[config.mk]
export PLATFORM = sky130hd
export DESIGN_NAME = l2_cache_ctrl_mwb
export DESIGN_NICKNAME = d
export VERILOG_FILES = /design/src/rtl/l2_pkg.sv /design/src/rtl/l2_cache_ctrl_mwb_ewb_ptrs.sv /design/src/rtl/l2_cache_ctrl_mwb.sv
export SDC_FILE = /design/constraint.sdc
export NUM_CORES = 1
export LEC_CHECK = 0
export ABC_AREA = 1
export BUFFER_PORTS_ARGS = -buffer_cell sky130_fd_sc_hd__buf_2
export CAP_MARGIN = 20
export CELL_PAD_IN_SITES_DETAIL_PLACEMENT = 1
export CELL_PAD_IN_SITES_GLOBAL_PLACEMENT = 1
export CORE_ASPECT_RATIO = 1.1
export CORE_UTILIZATION = 40
export CTS_CLUSTER_DIAMETER = 100
export DETAILED_ROUTE_END_ITERATION = 10
export HOLD_SLACK_MARGIN = 0.12
export PLACE_DENSITY_LB_ADDON = 0.1
export SETUP_SLACK_MARGIN = 0.5
export SLEW_MARGIN = 20
export SYNTH_ARGS = -nofsm -noshare
export SYNTH_HDL_FRONTEND = slang
export SYNTH_SLANG_ARGS = --single-unit
export TNS_END_PERCENT = 1
[constraint.sdc]
create_clock -name clk -period 6.21 [get_ports clk]
set_input_delay 1.242 -clock clk [delete_from_list [all_inputs] [get_ports clk]]
set_output_delay 1.242 -clock clk [all_outputs]
set_load 0.05 [all_outputs]
[src/rtl/l2_pkg.sv]
// Shared types and width helpers for the L2 controller with multi-entry eviction write buffer.
package l2_pkg;

    typedef enum logic [2:0] {
        S_IDLE  = 3'd0,
        S_DRAIN = 3'd1,
        S_EVICT = 3'd2,
        S_FILL  = 3'd3,
        S_RESP  = 3'd4
    } l2_ctrl_state_t;

    function automatic int way_bits(input int ways);
        return (ways > 1) ? $clog2(ways) : 1;
    endfunction

    function automatic int ptr_bits(input int depth);
        return (depth > 1) ? $clog2(depth) : 1;
    endfunction

endpackage

[src/rtl/l2_cache_ctrl_mwb_ewb_ptrs.sv]
// Eviction write buffer FIFO bookkeeping: head/tail pointers, occupancy and full/empty flags.
module l2_ewb_ptrs
    import l2_pkg::*;
#(
    parameter  int DEPTH = 4,
    localparam int PTR_W = ptr_bits(DEPTH)
) (
    input  logic             clk,
    input  logic             rst,
    input  logic             i_push,
    input  logic             i_pop,
    output logic [PTR_W-1:0] o_wr_ptr,
    output logic [PTR_W-1:0] o_rd_ptr,
    output logic [PTR_W:0]   o_count,
    output logic             o_full,
    output logic             o_empty
);

    localparam logic [PTR_W:0] DEPTH_C = (PTR_W+1)'(DEPTH);

    logic [PTR_W-1:0] r_wr_ptr;
    logic [PTR_W-1:0] r_rd_ptr;
    logic [PTR_W:0]   r_count;

    // DEPTH is a power of two, so the pointers wrap by plain overflow.
    always_ff @(posedge clk) begin
        if (rst) begin
            r_wr_ptr <= '0;
            r_rd_ptr <= '0;
            r_count  <= '0;
        end else begin
            if (i_push) r_wr_ptr <= r_wr_ptr + PTR_W'(1);
            if (i_pop)  r_rd_ptr <= r_rd_ptr + PTR_W'(1);
            if (i_push && !i_pop)      r_count <= r_count + (PTR_W+1)'(1);
            else if (i_pop && !i_push) r_count <= r_count - (PTR_W+1)'(1);
        end
    end

    assign o_wr_ptr = r_wr_ptr;
    assign o_rd_ptr = r_rd_ptr;
    assign o_count  = r_count;
    assign o_full   = (r_count == DEPTH_C);
    assign o_empty  = (r_count == '0);

    a_count_bound: assert property (@(posedge clk) disable iff (rst) r_count <= DEPTH_C);
    a_no_push_full: assert property (@(posedge clk) disable iff (rst) !(i_push && o_full));
    a_no_pop_empty: assert property (@(posedge clk) disable iff (rst) !(i_pop && o_empty));
    a_no_push_pop: assert property (@(posedge clk) disable iff (rst) !(i_push && i_pop));

endmodule

[src/rtl/l2_cache_ctrl_mwb.sv]
// L2 controller FSM: N-way tag/data control, EWB FIFO push/drain/merge, idle background drain, perf counters.
module l2_cache_ctrl_mwb
    import l2_pkg::*;
#(
    parameter  int WAYS       = 8,
    parameter  int EWB_DEPTH  = 4,
    parameter  int IDLE_DRAIN = 2,
    parameter  int CNT_W      = 32,
    localparam int WAY_W      = way_bits(WAYS),
    localparam int PTR_W      = ptr_bits(EWB_DEPTH)
) (
    input  logic             clk,
    input  logic             rst,
    input  logic             i_mem_read,
    input  logic             i_mem_write,
    output logic             o_mem_resp,
    input  logic             i_cache_hit,
    input  logic [WAY_W-1:0] i_hit_idx,
    input  logic [WAY_W-1:0] i_plru_idx,
    input  logic             i_dirty_o,
    input  logic             i_ewb_hit,
    input  logic [PTR_W-1:0] i_ewb_hit_ptr,
    output logic [WAY_W-1:0] o_way_sel,
    output logic             o_tag_sel,
    output logic             o_source_sel,
    output logic             o_load_cache,
    output logic             o_load_dirty,
    output logic             o_load_lru,
    output logic             o_ewb_push,
    output logic             o_ewb_merge,
    output logic [PTR_W-1:0] o_ewb_wr_ptr,
    output logic [PTR_W-1:0] o_ewb_rd_ptr,
    output logic [PTR_W:0]   o_ewb_count,
    output logic             o_addr_sel,
    output logic             o_read_from_mem,
    output logic             o_write_to_mem,
    input  logic             i_resp_from_mem,
    output logic [CNT_W-1:0] o_num_hits,
    output logic [CNT_W-1:0] o_num_misses,
    output logic [CNT_W-1:0] o_num_wbs,
    output l2_ctrl_state_t   o_state
);

    localparam int TMR_W = (IDLE_DRAIN > 1) ? $clog2(IDLE_DRAIN + 1) : 1;
    localparam logic [TMR_W-1:0] IDLE_LAST = TMR_W'(IDLE_DRAIN - 1);

    l2_ctrl_state_t   r_state;
    l2_ctrl_state_t   w_next;
    logic [TMR_W-1:0] r_idle_tmr;
    logic             r_miss_pending;
    logic [CNT_W-1:0] r_num_hits;
    logic [CNT_W-1:0] r_num_misses;
    logic [CNT_W-1:0] r_num_wbs;

    logic             w_req;
    logic             w_push;
    logic             w_pop;
    logic             w_full;
    logic             w_empty;
    logic             w_hit_inc;
    logic             w_miss_inc;
    logic             w_wb_inc;
    logic             w_pend_set;
    logic             w_ewb_hit_ok;
    logic [PTR_W-1:0] w_wr_ptr;
    logic [PTR_W-1:0] w_rd_ptr;
    logic [PTR_W:0]   w_count;
    logic [PTR_W-1:0] w_hit_ofs;

    l2_ewb_ptrs #(.DEPTH(EWB_DEPTH)) u_ewb_ptrs (
        .clk      (clk),
        .rst      (rst),
        .i_push   (w_push),
        .i_pop    (w_pop),
        .o_wr_ptr (w_wr_ptr),
        .o_rd_ptr (w_rd_ptr),
        .o_count  (w_count),
        .o_full   (w_full),
        .o_empty  (w_empty)
    );

    assign w_req = i_mem_read | i_mem_write;

    // A match against an entry outside the occupied head..tail window is stale and ignored.
    assign w_hit_ofs    = i_ewb_hit_ptr - w_rd_ptr;
    assign w_ewb_hit_ok = i_ewb_hit && ({1'b0, w_hit_ofs} < w_count);

    always_ff @(posedge clk) begin
        if (rst) r_state <= S_IDLE;
        else     r_state <= w_next;
    end

    always_comb begin
        w_next          = r_state;
        o_mem_resp      = 1'b0;
        o_way_sel       = i_hit_idx;
        o_tag_sel       = 1'b1;
        o_source_sel    = 1'b0;
        o_load_cache    = 1'b0;
        o_load_dirty    = 1'b0;
        o_load_lru      = 1'b0;
        o_ewb_merge     = 1'b0;
        o_addr_sel      = 1'b0;
        o_read_from_mem = 1'b0;
        o_write_to_mem  = 1'b0;
        w_push          = 1'b0;
        w_pop           = 1'b0;
        w_hit_inc       = 1'b0;
        w_miss_inc      = 1'b0;
        w_wb_inc        = 1'b0;
        w_pend_set      = 1'b0;
        case (r_state)
            S_IDLE: begin
                if (w_req) begin
                    if (i_cache_hit || w_ewb_hit_ok) begin
                        w_next    = S_RESP;
                        w_hit_inc = 1'b1;
                    end else begin
                        w_miss_inc = 1'b1;
                        if (i_dirty_o && w_full) begin
                            w_next     = S_DRAIN;
                            w_pend_set = 1'b1;
                        end else if (i_dirty_o) begin
                            w_next = S_EVICT;
                        end else begin
                            w_next = S_FILL;
                        end
                    end
                end else if (!w_empty && r_idle_tmr == IDLE_LAST) begin
                    w_next = S_DRAIN;
                end
            end
            S_DRAIN: begin
                // Drains run to completion; a new request is only looked at back in S_IDLE.
                o_write_to_mem = 1'b1;
                o_addr_sel     = 1'b1;
                if (i_resp_from_mem) begin
                    w_pop    = 1'b1;
                    w_wb_inc = 1'b1;
                    if (r_miss_pending) w_next = i_dirty_o ? S_EVICT : S_FILL;
                    else                w_next = S_IDLE;
                end
            end
            S_EVICT: begin
                o_way_sel = i_plru_idx;
                o_tag_sel = 1'b0;
                w_push    = 1'b1;
                w_next    = S_FILL;
            end
            S_FILL: begin
                o_read_from_mem = 1'b1;
                o_way_sel       = i_plru_idx;
                if (i_resp_from_mem) begin
                    o_load_cache = 1'b1;
                    o_source_sel = 1'b1;
                    o_load_dirty = 1'b1;
                    w_next       = S_RESP;
                end
            end
            S_RESP: begin
                o_mem_resp = 1'b1;
                if (w_ewb_hit_ok) begin
                    o_ewb_merge = i_mem_write;
                end else begin
                    o_load_cache = i_mem_write;
                    o_load_dirty = i_mem_write;
                    o_load_lru   = 1'b1;
                end
                w_next = S_IDLE;
            end
            default: w_next = S_IDLE;
        endcase
    end

    always_ff @(posedge clk) begin
        if (rst) begin
            r_idle_tmr <= '0;
        end else if (r_state == S_IDLE && !w_req && w_next == S_IDLE) begin
            if (r_idle_tmr != IDLE_LAST) r_idle_tmr <= r_idle_tmr + TMR_W'(1);
        end else begin
            r_idle_tmr <= '0;
        end
    end

    // Remembers that a drain was forced by a full EWB so the miss resumes afterwards.
    always_ff @(posedge clk) begin
        if (rst)             r_miss_pending <= 1'b0;
        else if (w_pend_set) r_miss_pending <= 1'b1;
        else if (w_pop)      r_miss_pending <= 1'b0;
    end

    always_ff @(posedge clk) begin
        if (rst) begin
            r_num_hits   <= '0;
            r_num_misses <= '0;
            r_num_wbs    <= '0;
        end else begin
            if (w_hit_inc && r_num_hits != '1)    r_num_hits   <= r_num_hits + CNT_W'(1);
            if (w_miss_inc && r_num_misses != '1) r_num_misses <= r_num_misses + CNT_W'(1);
            if (w_wb_inc && r_num_wbs != '1)      r_num_wbs    <= r_num_wbs + CNT_W'(1);
        end
    end

    assign o_ewb_push   = w_push;
    assign o_ewb_wr_ptr = w_wr_ptr;
    assign o_ewb_rd_ptr = w_rd_ptr;
    assign o_ewb_count  = w_count;
    assign o_num_hits   = r_num_hits;
    assign o_num_misses = r_num_misses;
    assign o_num_wbs    = r_num_wbs;
    assign o_state      = r_state;

endmodule

# After elaboration in Yosys (flattened, before gate mapping)
# Index checks and enable logic that the tools add are counted.
[totals]
inputBits = 16
elab_cells = 91
register_bits = 109
[classes]
n_bitwise = 2
magnitude_cmp = 1
reduce_logical = 22
n_addsub = 9
mux = 38
n_eq_ne = 10
[op_table]
columns = ["operator", "count"]
rows = [
  ["$add A32 B1 Y32 const B", 3],
  ["$ne A32 B32 Y1 const B", 3],
  ["$mux W3", 9],
  ["$mux W1", 26],
  ["$pmux W3 S4", 1],
  ["$logic_and A1 B1 Y1", 10],
  ["$logic_not A3 Y1", 3],
  ["$add A2 B1 Y2 const B", 3],
  ["$eq A3 B2 Y1 const B", 2],
  ["$eq A3 B3 Y1 const B", 2],
  ["$logic_not A1 Y1", 4],
  ["$reduce_bool A2 Y1", 2],
  ["$reduce_or A2 Y1", 2],
  ["$add A3 B1 Y3 const B", 1],
  ["$eq A3 B1 Y1 const B", 1],
  ["$lt A2 B3 Y1", 1],
  ["$sub A3 B1 Y3 const B", 1],
  ["$eq A2 B1 Y1 const B", 1],
  ["$mux W2", 1],
  ["$ne A2 B1 Y1 const B", 1],
  ["$pmux W1 S2", 1],
  ["$sub A2 B2 Y2", 1],
  ["$logic_or A1 B1 Y1", 1],
  ["$not A1 Y1", 1],
  ["$or A1 B1 Y1", 1],
]

# Longest topological paths before layout
# Gate-level depths: netlist of run 1.
[depth]
ltp_word = 11
mapped_depth = 15

# Modules after synthesis
# Synthesis of run 1 repeated with hierarchy kept, for this count alone.
[unflattened]
hier_cells = 1191
hier_area_um2 = 7179.4
[by_module_without_submodules]
columns = ["mod", "instances", "area_per_inst_um2", "cells_per_inst", "seq_area_each_um2"]
rows = [
  ["l2_cache_ctrl_mwb", 1, 6857.8, 1151, 2042.0],
  ["l2_ewb_ptrs", 1, 321.6, 40, 140.1],
]

# Worst setup path after synthesis of run 1
# No wires, ideal clock.
[synth_timing]
kind = "input-to-output"
from = "input i_ewb_hit_ptr[0]"
to = "output o_load_dirty"
cell_stages = 11
t_arrival_ps = 3754
required_ps = 4968
path_slack_ps = 1214
cell_sequence = "inv_1 > ha_1 > xnor2_1 > xor2_1 > inv_1 > ha_1 > nand3_1 > a21oi_1 > nand2_1 > nand2_1 > buf_4"
[synth_via]
elab_chain_cells = 5
[synth_lines]
columns = ["item", "line", "rtl"]
rows = [
  ["from (decl)", "l2_cache_ctrl_mwb.sv:22", "input logic [PTR_W-1:0] i_ewb_hit_ptr,"],
  ["$sub A2 B2 Y2", "l2_cache_ctrl_mwb.sv:85", "assign w_hit_ofs = i_ewb_hit_ptr - w_rd_ptr;"],
  ["$lt A2 B3 Y1", "l2_cache_ctrl_mwb.sv:86", "assign w_ewb_hit_ok = i_ewb_hit && ({1'b0, w_hit_ofs} < w_count);"],
  ["$logic_and A1 B1 Y1", "l2_cache_ctrl_mwb.sv:86", ""],
  ["$mux W1", "n/a", ""],
  ["$pmux W1 S2", "n/a", ""],
  ["to (decl)", "l2_cache_ctrl_mwb.sv:27", "output logic o_load_dirty,"],
]
# Every way passes these cells.

# Worst setup path in the final report of run 1
[layout_timing]
from = "input i_ewb_hit_ptr[0]"
to = "output o_load_cache"
[layout_via]
elab_chain_cells = 5
[layout_lines]
columns = ["item", "line", "rtl"]
rows = [
  ["$sub A2 B2 Y2", "l2_cache_ctrl_mwb.sv:85", ""],
  ["$lt A2 B3 Y1", "l2_cache_ctrl_mwb.sv:86", ""],
  ["$logic_and A1 B1 Y1", "l2_cache_ctrl_mwb.sv:86", ""],
  ["$mux W1", "l2_cache_ctrl_mwb.sv:162", "if (w_ewb_hit_ok) begin"],
  ["$pmux W1 S2", "l2_cache_ctrl_mwb.sv:112", "case (r_state)"],
  ["to (decl)", "l2_cache_ctrl_mwb.sv:26", "output logic o_load_cache,"],
]
# Every way passes these cells.

==> summary.md, run 1 <==
| Metric | Value |
|---|---|
| Most used DFF post-synth | `dfxtp_1` |
| Cts hold-fix bufs | `0` |
| Cell variety after synth | `31` |
| Worst path arrival time | `2.97 ns` |
| Psw | `769 µW` |
| Layout cell share with drive strength beyond 1 | `16.3%` |
| Worst hold start | `u_ewb_ptrs.o_wr_ptr[1]$_SDFFE_PP0P_` |
| Int Power | `1.12 mW` |
| Dominant cell by count in the synthesized netlist | `nand2_1` |
| Layout area overhead | `14.7%` |
| Initial Util | `40.8%` |
| CP startpoint kind | `input pin` |
| Number of max-cap violations | `0` |
| Tightest Pin Transition | `1.00 ns` |
| Sequential power share | `40.6%` |
| Vias | `7,722` |
| Hold Vio Cnt, Final | `0` |
| CTS Sinks | `109` |
| Slew Limit Fails | `0` |
| Routed wire per std cell | `14.5 µm` |
| Peak supply drop | `147 µV` |
| Width of the die | `130 µm` |
| Total power | `1.89 mW` |
| Area after DPL | `7960 µm²` |
| Crit-path cells | `buf_2, inv_1, ha_1, xnor2_1, xor2_1, inv_1, ha_1, nand3_1, a21oi_1, nand2_1, nand2_1, buf_2` |
| DRT iter0 DRCs | `294` |
| Worst reg2reg endpoint | `o_num_hits[1]$_SDFFE_PP0P_` |
| Register area share after synthesis | `30.4%` |
| Synth area leader | `dfxtp_1` |
| TritonCTS buffer count | `9` |
| Routability cong. | `0.880` |
| # nets final | `1,333` |
| Post-detail-place hpwl | `17,300 µm` |
| PortBufs | `135` |
| Pin count of the biggest net entering global routing | `51` |
| Worst-Skew Late Latency | `0.36 ns` |
| Async SR Flop Fraction | `0%` |
| Period Utilization, post-route | `67.8%` |
| First-pass detailed-route iteration total | `4` |
| Via density per instance | `4.98` |
| Setup TNS | `0 ns` |
| Hold endpoint | `u_ewb_ptrs.o_wr_ptr[1]$_SDFFE_PP0P_` |
| Pleak | `3.31 nW` |
| Cell count after synthesis | `1,193` |
| Mapped Area | `7180 µm²` |
| Max incr delay on CP | `0.27 ns` |
| Post-route cell area | `8240 µm²` |
| CTS tree | `built` |
| R2r startpoint | `u_ewb_ptrs.o_rd_ptr[0]$_SDFFE_PP0P_` |
| Avg Inst Size Synth | `6.02 µm²` |
| # Post-CTS Setup Buffers | `0` |
| Core ar. | `17,600 µm²` |
| Synth area leaders | `dfxtp_1 30%, nand2_1 24%, nor2_1 11%` |
| FMAX | `0.237 GHz` |
| Clock power share | `30.5%` |
| Synth warnings | `0` |
| Top Ports | `136` |
| Clock skew | `0.00856 ns` |
| Root buf cell | `clkbuf_16` |
| CTS H-tree lvls | `3` |
| Clk slew on worst S/H paths | `0.08 ns` |
| Worst path slowest cell | `ha_1` |
| Initial antenna violation count | `0` |
| EDFF count, synth | `0` |
| Cell area power density | `229 nW/µm²` |
| Final wirelength | `22,500 µm` |
| Die H | `143 µm` |
| First-pass GRT wire length | `37,400 µm` |
| CTS Buffer Depth | `2` |
| Die area | `18,500 µm²` |
| #FFs+latches synth | `109` |
| WHS | `0.467 ns` |
| Grt ovf | `0` |
| Top-area cell type share of the netlist area | `30.4%` |
| Combinational share of power | `28.9%` |
| Status | `finished clean` |
| Worst Path Max Fanout | `2` |
| Hold Path Class | `flop to flop` |
| Fill cells | `2,558` |
| Number of global-route vias before repair | `7,692` |
| Crit end category | `output pin` |
| Slew HR | `33.0%` |
| Switching share of power | `40.8%` |
| Final setup vio count | `0` |
| Hold path depth | `2` |
| CP Class | `input pin to output pin` |
| N_diodes | `0` |
| PnR worst setup slack | `2.00 ns` |
| Row cnt | `51` |
| CTS resizes | `0` |
| GRT Overall Usage | `25.2%` |
| Mapped Nets | `1,217` |
| RSZ-0062 raised after global routing | `false` |
| Critical Path RT | `4.97 ns` |
| Reg2Reg Depth | `11` |
| Post-synth top cells | `455 x nand2_1, 201 x nor2_1, 109 x dfxtp_1` |
| # DRC | `0` |
| Final Critical Period | `4.21 ns` |
| R2R Setup Slk | `3.03 ns` |
| Worst slack, placed | `2.03 ns` |
| Post-route ant nets | `0` |
[how the worst max path moves through the flow]
stage                        end              from  depth (start not counted)
floorplan           o_load_dirty  i_ewb_hit_ptr[0]                         11
global placement    o_load_dirty  i_ewb_hit_ptr[0]                         12
detailed placement  o_load_cache  i_ewb_hit_ptr[0]                         12
CTS                 o_load_cache  i_ewb_hit_ptr[0]                         12
global route        o_load_cache  i_ewb_hit_ptr[0]                         12
finish              o_load_cache  i_ewb_hit_ptr[0]                         12
[routing by layer]
metal  track usage, %  vias up  routed length [µm]
met2             45.4      107               11100
met1             31.3     3671               10400
met3             2.86       20                 671
met5                0        -                   0
met4             7.22        0                 321
li1                 -     3924                   -
[logic make-up (layout without fill, tap and decap cells)]
| family | after synthesis | after routing | synth area share [%] |
|---|---|---|---|
| adder cells (fa/ha/maj) | 8 | 8 | 1.50 |
| buffers and inverters | 139 | 260 | 8.62 |
| AO/OA/AOI/OAI | 107 | 107 | 8.55 |
| flip-flops | 109 | 109 | 30.4 |
| XOR/XNOR | 49 | 49 | 5.98 |
| AND/OR/NAND/NOR | 781 | 781 | 45.0 |
[sequential cells by signal, summed over array words and instances, names as in the netlist]
register             cells
u_ewb_ptrs.o_count       3
u_ewb_ptrs.o_wr_ptr      2
o_state                  3
r_miss_pending           1
o_num_wbs               32
o_num_misses            32
r_idle_tmr               2
o_num_hits              32
u_ewb_ptrs.o_rd_ptr      2
[metrics by stage]
| step | utilization, % | cells |
|---|---|---|
| CTS | 46.8 | 1552 |
| finish | 46.8 | 1552 |
| global placement | 45.2 | 1536 |
| floorplan | - | 1193 |
| detailed placement | 45.2 | 1536 |
| global route | 46.8 | 1552 |
[power by group through the flow]
stage	sequential, mW	combinational, mW	clock [mW]
after floorplan	0.870	0.362	0
after CTS	0.767	0.552	0.589
after global placement	0.782	0.539	0
after global routing	0.771	0.594	0.621
after detailed placement	0.783	0.551	0
final	0.766	0.545	0.576
[critical path: cells and delay by family]
| kind | cells | cell delay (ns) |
|---|---|---|
| AND/OR/NAND/NOR | 3 | 0.26 |
| adder cells (fa/ha/maj) | 2 | 0.46 |
| buffers and inverters | 4 | 0.43 |
| AO/OA/AOI/OAI | 1 | 0.18 |
| XOR/XNOR | 2 | 0.38 |
[cell usage in the layout, fill, tap and decap left out, types with 2 or more instances in the layout]
cell type	Yosys	routed
a21oi_2	20	20
nand2_4	5	5
nor2_4	5	5
inv_2	4	4
xor2_1	36	36
xnor2_1	13	13
nor3_1	4	4
nand4_1	13	13
nand3_1	72	72
clkinvlp_4	0	3
a21oi_1	73	73
clkbuf_16	0	9
nor2_2	5	5
inv_6	0	3
dfxtp_1	109	109
inv_1	102	102
nand2_1	455	455
ha_1	7	7
buf_2	9	134
o21ai_0	12	12
buf_4	2	2
nand2_2	18	18
nor2_1	201	201
[final cells by class]
class                   count  area, µm²  share of cell area, %
well taps                 238        298                   3.61
multi-input cells         945       4380                   53.2
clock inverters             7       57.6                  0.699
flip-flops and latches    109       2180                   26.5
clock buffers               9        225                   2.73
repair buffers            136        686                   8.32
inverters                 108        409                   4.97
Power figures use the tool's default switching activity.
==> inputs of run 2 (changes only) <==
--- a/config.mk
+++ b/config.mk
@@ -5,13 +5,13 @@
 export SDC_FILE = /design/constraint.sdc
 export NUM_CORES = 1
 export LEC_CHECK = 0
-export ABC_AREA = 1
+export ABC_AREA = 0
 export BUFFER_PORTS_ARGS = -buffer_cell sky130_fd_sc_hd__buf_2
 export CAP_MARGIN = 20
 export CELL_PAD_IN_SITES_DETAIL_PLACEMENT = 1
 export CELL_PAD_IN_SITES_GLOBAL_PLACEMENT = 1
 export CORE_ASPECT_RATIO = 1.1
-export CORE_UTILIZATION = 40
+export CORE_UTILIZATION = 39
 export CTS_CLUSTER_DIAMETER = 100
 export DETAILED_ROUTE_END_ITERATION = 10
 export HOLD_SLACK_MARGIN = 0.12
==> constraint.sdc (replaced) <==
create_clock -name clk -period 4 [get_ports clk]
set_input_delay 0.8 -clock clk [delete_from_list [all_inputs] [get_ports clk]]
set_output_delay 0.8 -clock clk [all_outputs]
set_load 0.05 [all_outputs]
==> run 2 against run 1 <==
Compared with the run above:
- clock skew about the same
- combinational power increased by 18%
- worst hold slack better by 0.00085 ns
- cell count is 36% lower
- critical path depth down 2
- wire length shrank 31%
- critical path type unchanged
- critical endpoint is now o_ewb_merge
==> summary.md, run 2 <==
| Metric | Value |
|---|---|
| Number of max-cap violations | `0 (unchanged)` |
| Layout cell share with drive strength beyond 1 | `23.8% (was 16.3%)` |
| Hold endpoint | `r_miss_pending$_SDFFE_PP0P_ (was u_ewb_ptrs.o_wr_ptr[1]$_SDFFE_PP0P_)` |
| Layout area overhead | `21.7% (was 14.7%)` |
| Die area | `14,700 µm² (was 18,500 µm²)` |
| Width of the die | `116 µm (was 130 µm)` |
| Worst path bufs/invs | `3 (was 4)` |
| TritonCTS buffer count | `9 (unchanged)` |
| CTS tree | `built (unchanged)` |
| Initial antenna violation count | `1 (was 0)` |
| DRT iter0 DRCs | `166 (was 294)` |
| R2R Setup Slk | `0.89 ns (was 3.03 ns)` |
| EDFF count, synth | `0 (unchanged)` |
| Row cnt | `45 (was 51)` |
| Switching share of power | `34.8% (was 40.8%)` |
| Final setup vio count | `0 (unchanged)` |
| Most used DFF post-synth | `dfxtp_1 (unchanged)` |
| Hold Vio Cnt, Final | `0 (unchanged)` |
| Via density per instance | `5.36 (was 4.98)` |
| Synth warnings | `0 (unchanged)` |
| First-pass GRT wire length | `25,000 µm (was 37,400 µm)` |
| Cell variety after synth | `48 (was 31)` |
| # nets final | `818 (was 1,333)` |
| Peak supply drop | `254 µV (was 147 µV)` |
| Worst Path Max Fanout | `7 (was 2)` |
| CP startpoint kind | `input pin (unchanged)` |
| Fill cells | `1,740 (was 2,558)` |
| Hold path depth | `2 (unchanged)` |
| CTS Buffer Depth | `2 (unchanged)` |
| Worst slack, placed | `0.333 ns (was 2.03 ns)` |
| Cts hold-fix bufs | `0 (unchanged)` |
| Avg Inst Size Synth | `8.33 µm² (was 6.02 µm²)` |
| Post-synth top cells | `109 x dfxtp_1, 108 x nor2_1, 49 x nand2_1 (was 455 x nand2_1, 201 x nor2_1, 109 x dfxtp_1)` |
| Synth area leader | `dfxtp_1 (unchanged)` |
| Top-area cell type share of the netlist area | `39.3% (was 30.4%)` |
| #FFs+latches synth | `109 (unchanged)` |
| Sequential power share | `44.4% (was 40.6%)` |
| Crit-path cells | `buf_8, inv_4, ha_4, xnor2_4, xnor2_2, ha_1, nor2b_4, a221oi_4, and3_1, buf_6 (was buf_2, inv_1, ha_1, xnor2_1, xor2_1, inv_1, ha_1, nand3_1, a21oi_1, nand2_1, nand2_1, buf_2)` |
| Pleak | `2.65 nW (was 3.31 nW)` |
| Register area share after synthesis | `39.3% (was 30.4%)` |
| Routed wire per std cell | `15.8 µm (was 14.5 µm)` |
| Hold Path Class | `flop to flop (unchanged)` |
| Mapped Area | `5550 µm² (was 7180 µm²)` |
| Post-detail-place hpwl | `11,400 µm (was 17,300 µm)` |
| Root buf cell | `clkbuf_16 (unchanged)` |
| Async SR Flop Fraction | `0% (unchanged)` |
| Period Utilization, post-route | `85.9%` |
| PnR worst setup slack | `0.565 ns (was 2.00 ns)` |
| Setup TNS | `0 ns (unchanged)` |
| Combinational share of power | `24.0% (was 28.9%)` |
| Clock power share | `31.6% (was 30.5%)` |
| Cell count after synthesis | `666 (was 1,193)` |
| Max incr delay on CP | `0.48 ns (was 0.27 ns)` |
| Initial Util | `40.1% (was 40.8%)` |
| Mapped Nets | `690 (was 1,217)` |
| CP Class | `input pin to output pin (unchanged)` |
| Worst-Skew Late Latency | `0.35 ns (was 0.36 ns)` |
| Synth area leaders | `dfxtp_1 39%, nor2_1 7.3%, xnor2_1 7.3% (was dfxtp_1 30%, nand2_1 24%, nor2_1 11%)` |
| # DRC | `0 (unchanged)` |
| Worst reg2reg endpoint | `o_num_misses[15]$_SDFFE_PP0P_ (was o_num_hits[1]$_SDFFE_PP0P_)` |
| R2r startpoint | `u_ewb_ptrs.o_rd_ptr[0]$_SDFFE_PP0P_ (unchanged)` |
| CTS H-tree lvls | `3 (unchanged)` |
| Top Ports | `136 (unchanged)` |
| Critical Path RT | `3.20 ns (was 4.97 ns)` |
| Commonest cells after routing, fill and taps aside | `129 x buf_2, 109 x dfxtp_1, 108 x nor2_1, 49 x nand2_1, 45 x nand3_1 (was 455 x nand2_1, 201 x nor2_1, 134 x buf_2, 109 x dfxtp_1, 102 x inv_1)` |
| Final wirelength | `15,600 µm (was 22,500 µm)` |
| Int Power | `1.75 mW (was 1.12 mW)` |
| First-pass detailed-route iteration total | `6 (was 4)` |
| Tightest Pin Transition | `0.889 ns (was 1.00 ns)` |
| FMAX | `0.291 GHz` |
| GRT Overall Usage | `21.4% (was 25.2%)` |
| Final Critical Period | `3.44 ns` |
| Number of global-route vias before repair | `5,099 (was 7,692)` |
| Worst path slowest cell | `a221oi_4 (was ha_1)` |
| CTS Sinks | `109 (unchanged)` |
| Die H | `127 µm (was 143 µm)` |
| Clock skew | `0.00856 ns (about the same)` |
| Routability cong. | `0.799 (was 0.880)` |
| Core ar. | `13,900 µm² (was 17,600 µm²)` |
| Commonest non-fill, non-tap cell in the layout | `buf_2 (was nand2_1)` |
| PortBufs | `135 (unchanged)` |
| Worst path arrival time | `2.64 ns (was 2.97 ns)` |
| Vias | `5,299 (was 7,722)` |
| Dominant cell by count in the synthesized netlist | `dfxtp_1 (was nand2_1)` |
| Grt ovf | `0 (unchanged)` |
| Post-route ant nets | `0 (unchanged)` |
| Psw | `932 µW (was 769 µW)` |
| Final core utilization | `48.7% (was 46.8%)` |
| Slew HR | `40.6% (was 33.0%)` |
| Worst hold start | `r_miss_pending$_SDFFE_PP0P_ (was u_ewb_ptrs.o_wr_ptr[1]$_SDFFE_PP0P_)` |
| Crit end category | `output pin (unchanged)` |
| RSZ-0062 raised after global routing | `true (was false)` |
| Pin count of the biggest net entering global routing | `45 (was 51)` |
| Clk slew on worst S/H paths | `0.07 ns (was 0.08 ns)` |
| Slew Limit Fails | `0 (unchanged)` |
| Cell area power density | `397 nW/µm² (was 229 nW/µm²)` |
| Reg2Reg Depth | `13 (was 11)` |
| Status | `finished clean (unchanged)` |
| Crit path max-delay family | `compound AO/OA/AOI/OAI gates (was adder cells)` |
==> run 2: worst max path at each step <==
stage / depth (start not counted) / start / to / slack (ns)
after floorplan: 9 / i_ewb_hit_ptr[0] / o_load_dirty / 0.51
after global placement: 10 / i_ewb_hit_ptr[0] / o_ewb_merge / 0.31
after detailed placement: 10 / i_ewb_hit_ptr[0] / o_ewb_merge / 0.33
after CTS: 10 / i_ewb_hit_ptr[0] / o_ewb_merge / 0.46
after global routing: 10 / i_ewb_hit_ptr[0] / o_ewb_merge / 0.49
final: 10 / i_ewb_hit_ptr[0] / o_ewb_merge / 0.56
==> run 2: tightest hold or removal path, cell delays in order (launching register included) <==
cell,delay [ns]
dfxtp_1,0.32
nand2_1,0.05
a21oi_1,0.05
==> run 2: power by group through the flow <==
| stage | combinational (mW) | clock (mW) | sequential (mW) |
|---|---|---|---|
| after global routing | 0.692 | 0.919 | 1.20 |
| after global placement | 0.594 | 0 | 1.21 |
| after CTS | 0.638 | 0.873 | 1.19 |
| final | 0.645 | 0.847 | 1.19 |
| after detailed placement | 0.609 | 0 | 1.21 |
| after floorplan | 0.377 | 0 | 1.31 |
==> run 2: cell families (layout without fill, tap and decap cells) <==
| logic type | Yosys count | after routing | share of synthesized area, % |
|---|---|---|---|
| and+or+nand+nor | 362 | 362 | 34.5 |
| DFF | 109 | 109 | 39.3 |
| xor gates and xnor gates | 87 | 87 | 13.7 |
| AOI/OAI and AO/OA | 51 | 51 | 5.77 |
| buffers and inverters | 44 | 177 | 3.77 |
| adders and majority gates | 8 | 8 | 1.94 |
| muxes | 5 | 5 | 0.992 |
| other | 0 | 1 | 0 |
==> run 2: area by class of cell <==
| type | count | area, µm² | area share [%] |
|---|---|---|---|
| diodes | 1 | 2.50 | 0.0371 |
| clock buffers | 12 | 246 | 3.65 |
| clock inverters | 4 | 23.8 | 0.352 |
| inverters | 18 | 70.1 | 1.04 |
| multi-input cells | 513 | 3220 | 47.8 |
| flip-flops and latches | 109 | 2180 | 32.3 |
| well taps | 188 | 235 | 3.49 |
| repair buffers | 143 | 766 | 11.3 |
==> run 2: per-stage QoR <==
step,total power [mW],hold WS [ns],std cells,instance area [µm²]
2_1_floorplan,1.69,0.440,666,5570
3_3_place_gp,1.80,0.458,968,6380
3_5_place_dp,1.82,0.464,968,6380
4_1_cts,2.70,0.473,986,6710
5_1_grt,2.81,0.509,987,6750
6_report,2.68,0.468,988,6750
==> run 2: timing repair <==
action,CTS,global route
gates resized for setup,12,6
endpoints found under the setup margin,4,4
pin swaps,5,6
buffers inserted,2,1
==> run 2: layer usage <==
metal	track usage (%)	up-vias	share of wire (%)
met1	26.2	2561	44
met4	8.37	0	2.0
met2	36.9	125	49
li1	-	2593	-
met5	0	-	0
met3	3.80	20	4.8
==> inputs of run 3 (changes only) <==
--- a/config.mk
+++ b/config.mk
@@ -11,7 +11,7 @@
 export CELL_PAD_IN_SITES_DETAIL_PLACEMENT = 1
 export CELL_PAD_IN_SITES_GLOBAL_PLACEMENT = 1
 export CORE_ASPECT_RATIO = 1.1
-export CORE_UTILIZATION = 39
+export CORE_UTILIZATION = 40
 export CTS_CLUSTER_DIAMETER = 100
 export DETAILED_ROUTE_END_ITERATION = 10
 export HOLD_SLACK_MARGIN = 0.12
@@ -20,5 +20,6 @@
 export SLEW_MARGIN = 20
 export SYNTH_ARGS = -nofsm -noshare
 export SYNTH_HDL_FRONTEND = slang
+export SYNTH_HIERARCHICAL = 1
 export SYNTH_SLANG_ARGS = --single-unit
 export TNS_END_PERCENT = 1
==> run 3 against run 2 <==
Compared with the run above:
- critical path depth unchanged
- register-to-register slack better by 0.04 ns
- total power up 9.9%
- sequential cell count unchanged
- via count up 16%
- largest cell class unchanged
- worst hold slack better by 0.028 ns
- core utilization up 0.078 points
==> summary.md, run 3 <==
| Metric | Value |
|---|---|
| Status | `finished clean (unchanged)` |
| Layout cell share with drive strength beyond 1 | `22.5% (was 23.8%)` |
| Int Power | `1.87 mW (was 1.75 mW)` |
| DRT iter0 DRCs | `236 (was 166)` |
| N_diodes | `0 (was 1)` |
| Critical Path RT | `3.20 ns (about the same)` |
| First-pass GRT wire length | `29,300 µm (was 25,000 µm)` |
| Top Ports | `136 (unchanged)` |
| Die area | `15,300 µm² (was 14,700 µm²)` |
| Row cnt | `46 (was 45)` |
| Routability cong. | `0.804 (was 0.799)` |
| # Post-CTS Setup Buffers | `0 (was 2)` |
| Layout area overhead | `19.3% (was 21.7%)` |
| Async SR Flop Fraction | `0% (unchanged)` |
| Pin count of the biggest net entering global routing | `64 (was 45)` |
| Worst hold start | `o_num_misses[9]$_SDFFE_PP0P_ (was r_miss_pending$_SDFFE_PP0P_)` |
| Worst path arrival time | `2.56 ns (was 2.64 ns)` |
| WHS | `0.496 ns (was 0.468 ns)` |
| Post-detail-place hpwl | `13,100 µm (was 11,400 µm)` |
| Hold endpoint | `o_num_misses[9]$_SDFFE_PP0P_ (was r_miss_pending$_SDFFE_PP0P_)` |
| Crit end category | `output pin (unchanged)` |
| CTS H-tree lvls | `3 (unchanged)` |
| Synth area leader | `dfxtp_1 (unchanged)` |
| Most used DFF post-synth | `dfxtp_1 (unchanged)` |
| Setup TNS | `0 ns (unchanged)` |
| Peak supply drop | `248 µV (was 254 µV)` |
| GRT Overall Usage | `23.6% (was 21.4%)` |
| CTS Sinks | `109 (unchanged)` |
| Routed wire per std cell | `17.4 µm (was 15.8 µm)` |
| Switching share of power | `36.7% (was 34.8%)` |
| Worst Path Max Fanout | `5 (was 7)` |
| #FFs+latches synth | `109 (unchanged)` |
| Clock power share | `31.0% (was 31.6%)` |
| CP Class | `input pin to output pin (unchanged)` |
| Cell area power density | `418 nW/µm² (was 397 nW/µm²)` |
| Fill cells | `1,801 (was 1,740)` |
| Number of global-route vias before repair | `6,020 (was 5,099)` |
| Top-area cell type share of the netlist area | `36.9% (was 39.3%)` |
| FMAX | `0.297 GHz (was 0.291 GHz)` |
| First-pass detailed-route iteration total | `4 (was 6)` |
| Clock skew | `0.00650 ns (was 0.00856 ns)` |
| Sequential power share | `41.3% (was 44.4%)` |
| Root buf cell | `clkbuf_16 (unchanged)` |
| Hold Vio Cnt, Final | `0 (unchanged)` |
| Die H | `129 µm (was 127 µm)` |
| Area after DPL | `6750 µm² (was 6380 µm²)` |
| Grt ovf | `0 (unchanged)` |
| Total power | `2.95 mW (was 2.68 mW)` |
| Synth warnings | `6 (was 0)` |
| Combinational share of power | `27.8% (was 24.0%)` |
| Mapped Area | `5910 µm² (was 5550 µm²)` |
| Hold Path Class | `flop to flop (unchanged)` |
| Core ar. | `14,400 µm² (was 13,900 µm²)` |
| Post-synth top cells | `109 x dfxtp_1, 78 x a21oi_1, 53 x nor2_1 (was 109 x dfxtp_1, 108 x nor2_1, 49 x nand2_1)` |
| Initial Util | `40.9% (was 40.1%)` |
| CTS resizes | `0 (was 12)` |
| Register area share after synthesis | `36.9% (was 39.3%)` |
| CTS Buffer Depth | `2 (unchanged)` |
| CP startpoint kind | `input pin (unchanged)` |
| Dominant cell by count in the synthesized netlist | `dfxtp_1 (unchanged)` |
| Final setup vio count | `0 (unchanged)` |
| Period Utilization, post-route | `84.1% (was 85.9%)` |
| Cell variety after synth | `53 (was 48)` |
| PortBufs | `135 (unchanged)` |
| TritonCTS buffer count | `9 (unchanged)` |
| Worst reg2reg endpoint | `o_num_misses[16]$_SDFFE_PP0P_ (was o_num_misses[15]$_SDFFE_PP0P_)` |
| Number of max-cap violations | `0 (unchanged)` |
| Cts hold-fix bufs | `0 (unchanged)` |
| Tightest Pin Transition | `0.846 ns (was 0.889 ns)` |
| CTS tree | `built (unchanged)` |
| # nets final | `862 (was 818)` |
| Slew HR | `43.1% (was 40.6%)` |
| # DRC | `0 (unchanged)` |
| Mapped Nets | `744 (was 690)` |
| Clk slew on worst S/H paths | `0.07 ns (about the same)` |
| Slew Limit Fails | `0 (unchanged)` |
| Psw | `1.08 mW (was 932 µW)` |
| Width of the die | `118 µm (was 116 µm)` |
| Final wirelength | `18,000 µm (was 15,600 µm)` |
| Commonest non-fill, non-tap cell in the layout | `buf_2 (unchanged)` |
| Commonest cells after routing, fill and taps aside | `134 x buf_2, 109 x dfxtp_1, 78 x a21oi_1, 53 x nor2_1, 49 x or4_1 (was 129 x buf_2, 109 x dfxtp_1, 108 x nor2_1, 49 x nand2_1, 45 x nand3_1)` |
| RSZ-0062 raised after global routing | `false (was true)` |
| Reg2Reg Depth | `9 (was 13)` |
| Vias | `6,161 (was 5,299)` |
| Via density per instance | `5.97 (was 5.36)` |
| R2R Setup Slk | `0.93 ns (was 0.89 ns)` |
| Initial antenna violation count | `0 (was 1)` |
| Avg Inst Size Synth | `8.21 µm² (was 8.33 µm²)` |
| EDFF count, synth | `0 (unchanged)` |
| Synth area leaders | `dfxtp_1 37%, a21oi_1 6.6%, or4_1 6.2% (was dfxtp_1 39%, nor2_1 7.3%, xnor2_1 7.3%)` |
| Post-route cell area | `7050 µm² (was 6750 µm²)` |
| Final Critical Period | `3.36 ns (was 3.44 ns)` |
| Hold path depth | `2 (unchanged)` |
| R2r startpoint | `u_ewb_ptrs/o_rd_ptr[0]$_SDFFE_PP0P_ (was u_ewb_ptrs.o_rd_ptr[0]$_SDFFE_PP0P_)` |
| Cell count after synthesis | `720 (was 666)` |
| Post-route ant nets | `0 (unchanged)` |
| Worst-Skew Late Latency | `0.36 ns (was 0.35 ns)` |
| Pleak | `2.60 nW (was 2.65 nW)` |
-- run 3: cell types whose count changed after synthesis, moves of 36 or more --
cell	change
xor2_1	-36
nor2_1	-55
a21oi_1	+56
o31ai_1	+42
xnor2_1	-38
or4_1	+43
-- run 3: power by group through the flow --
stage | clock network [mW] | registers [mW] | logic [mW]
after CTS | 0.932 | 1.21 | 0.815
after global placement | 0 | 1.23 | 0.775
after global routing | 0.982 | 1.22 | 0.875
after detailed placement | 0 | 1.24 | 0.803
final | 0.912 | 1.22 | 0.818
after floorplan | 0 | 1.37 | 0.476
-- run 3: through the flow --
step | instances | util [%] | setup slack [ns]
2_1_floorplan | 720 | - | 0.569
3_3_place_gp | 1019 | 46.7 | 0.411
3_5_place_dp | 1019 | 46.7 | 0.350
4_1_cts | 1032 | 48.7 | 0.576
5_1_grt | 1032 | 48.8 | 0.551
6_report | 1032 | 48.8 | 0.637
-- run 3: worst max-delay path by stage --
| stage | from | endpoint | slack [ns] | depth (start not counted) |
|---|---|---|---|---|
| finish | i_ewb_hit_ptr[0] | o_load_cache | 0.64 | 10 |
| global route | i_ewb_hit_ptr[0] | o_load_cache | 0.55 | 10 |
| CTS | i_ewb_hit_ptr[0] | o_load_lru | 0.58 | 10 |
| detailed placement | i_ewb_hit_ptr[0] | o_num_misses[18]$_SDFFE_PP0P_ | 0.35 | 11 |
| global placement | i_ewb_hit_ptr[0] | o_num_misses[18]$_SDFFE_PP0P_ | 0.41 | 11 |
| floorplan | i_ewb_hit_ptr[0] | o_num_misses[18]$_SDFFE_PP0P_ | 0.57 | 11 |
-- run 3: layout make-up --
| cell class | count | area, µm² | share of cell area (%) |
|---|---|---|---|
| clock buffers | 11 | 253 | 3.58 |
| multi-input cells | 550 | 3490 | 49.5 |
| well taps | 192 | 240 | 3.41 |
| flip-flops and latches | 109 | 2180 | 30.9 |
| inverters | 24 | 90.1 | 1.28 |
| repair buffers | 144 | 758 | 10.8 |
| clock inverters | 2 | 35.0 | 0.497 |
-- run 3: logic make-up after synthesis --
logic type	count (synthesis)	share of synthesized area (%)
muxes	23	4.34
xor gates and xnor gates	13	1.93
and+or+nand+nor	329	32.2
buffers and inverters	61	4.43
adders and majority gates	8	1.82
AOI/OAI and AO/OA	177	18.3
DFF	109	36.9
-- run 3: worst max-delay path, stage by stage --
cell	delay (ns)
buf_2	0.07
inv_1	0.04
ha_1	0.20
xnor2_1	0.14
xnor2_1	0.13
ha_1	0.28
inv_1	0.07
o311a_4	0.40
o22ai_4	0.14
buf_2	0.29
-- run 3: per-layer routing --
| layer | vias up | wire length, µm | global-route usage (%) |
|---|---|---|---|
| met3 | 28 | 691 | 5.02 |
| met2 | 118 | 9530 | 44.4 |
| met5 | - | 0 | 0 |
| li1 | 2967 | - | - |
| met1 | 3048 | 7410 | 26.0 |
| met4 | 0 | 372 | 9.50 |
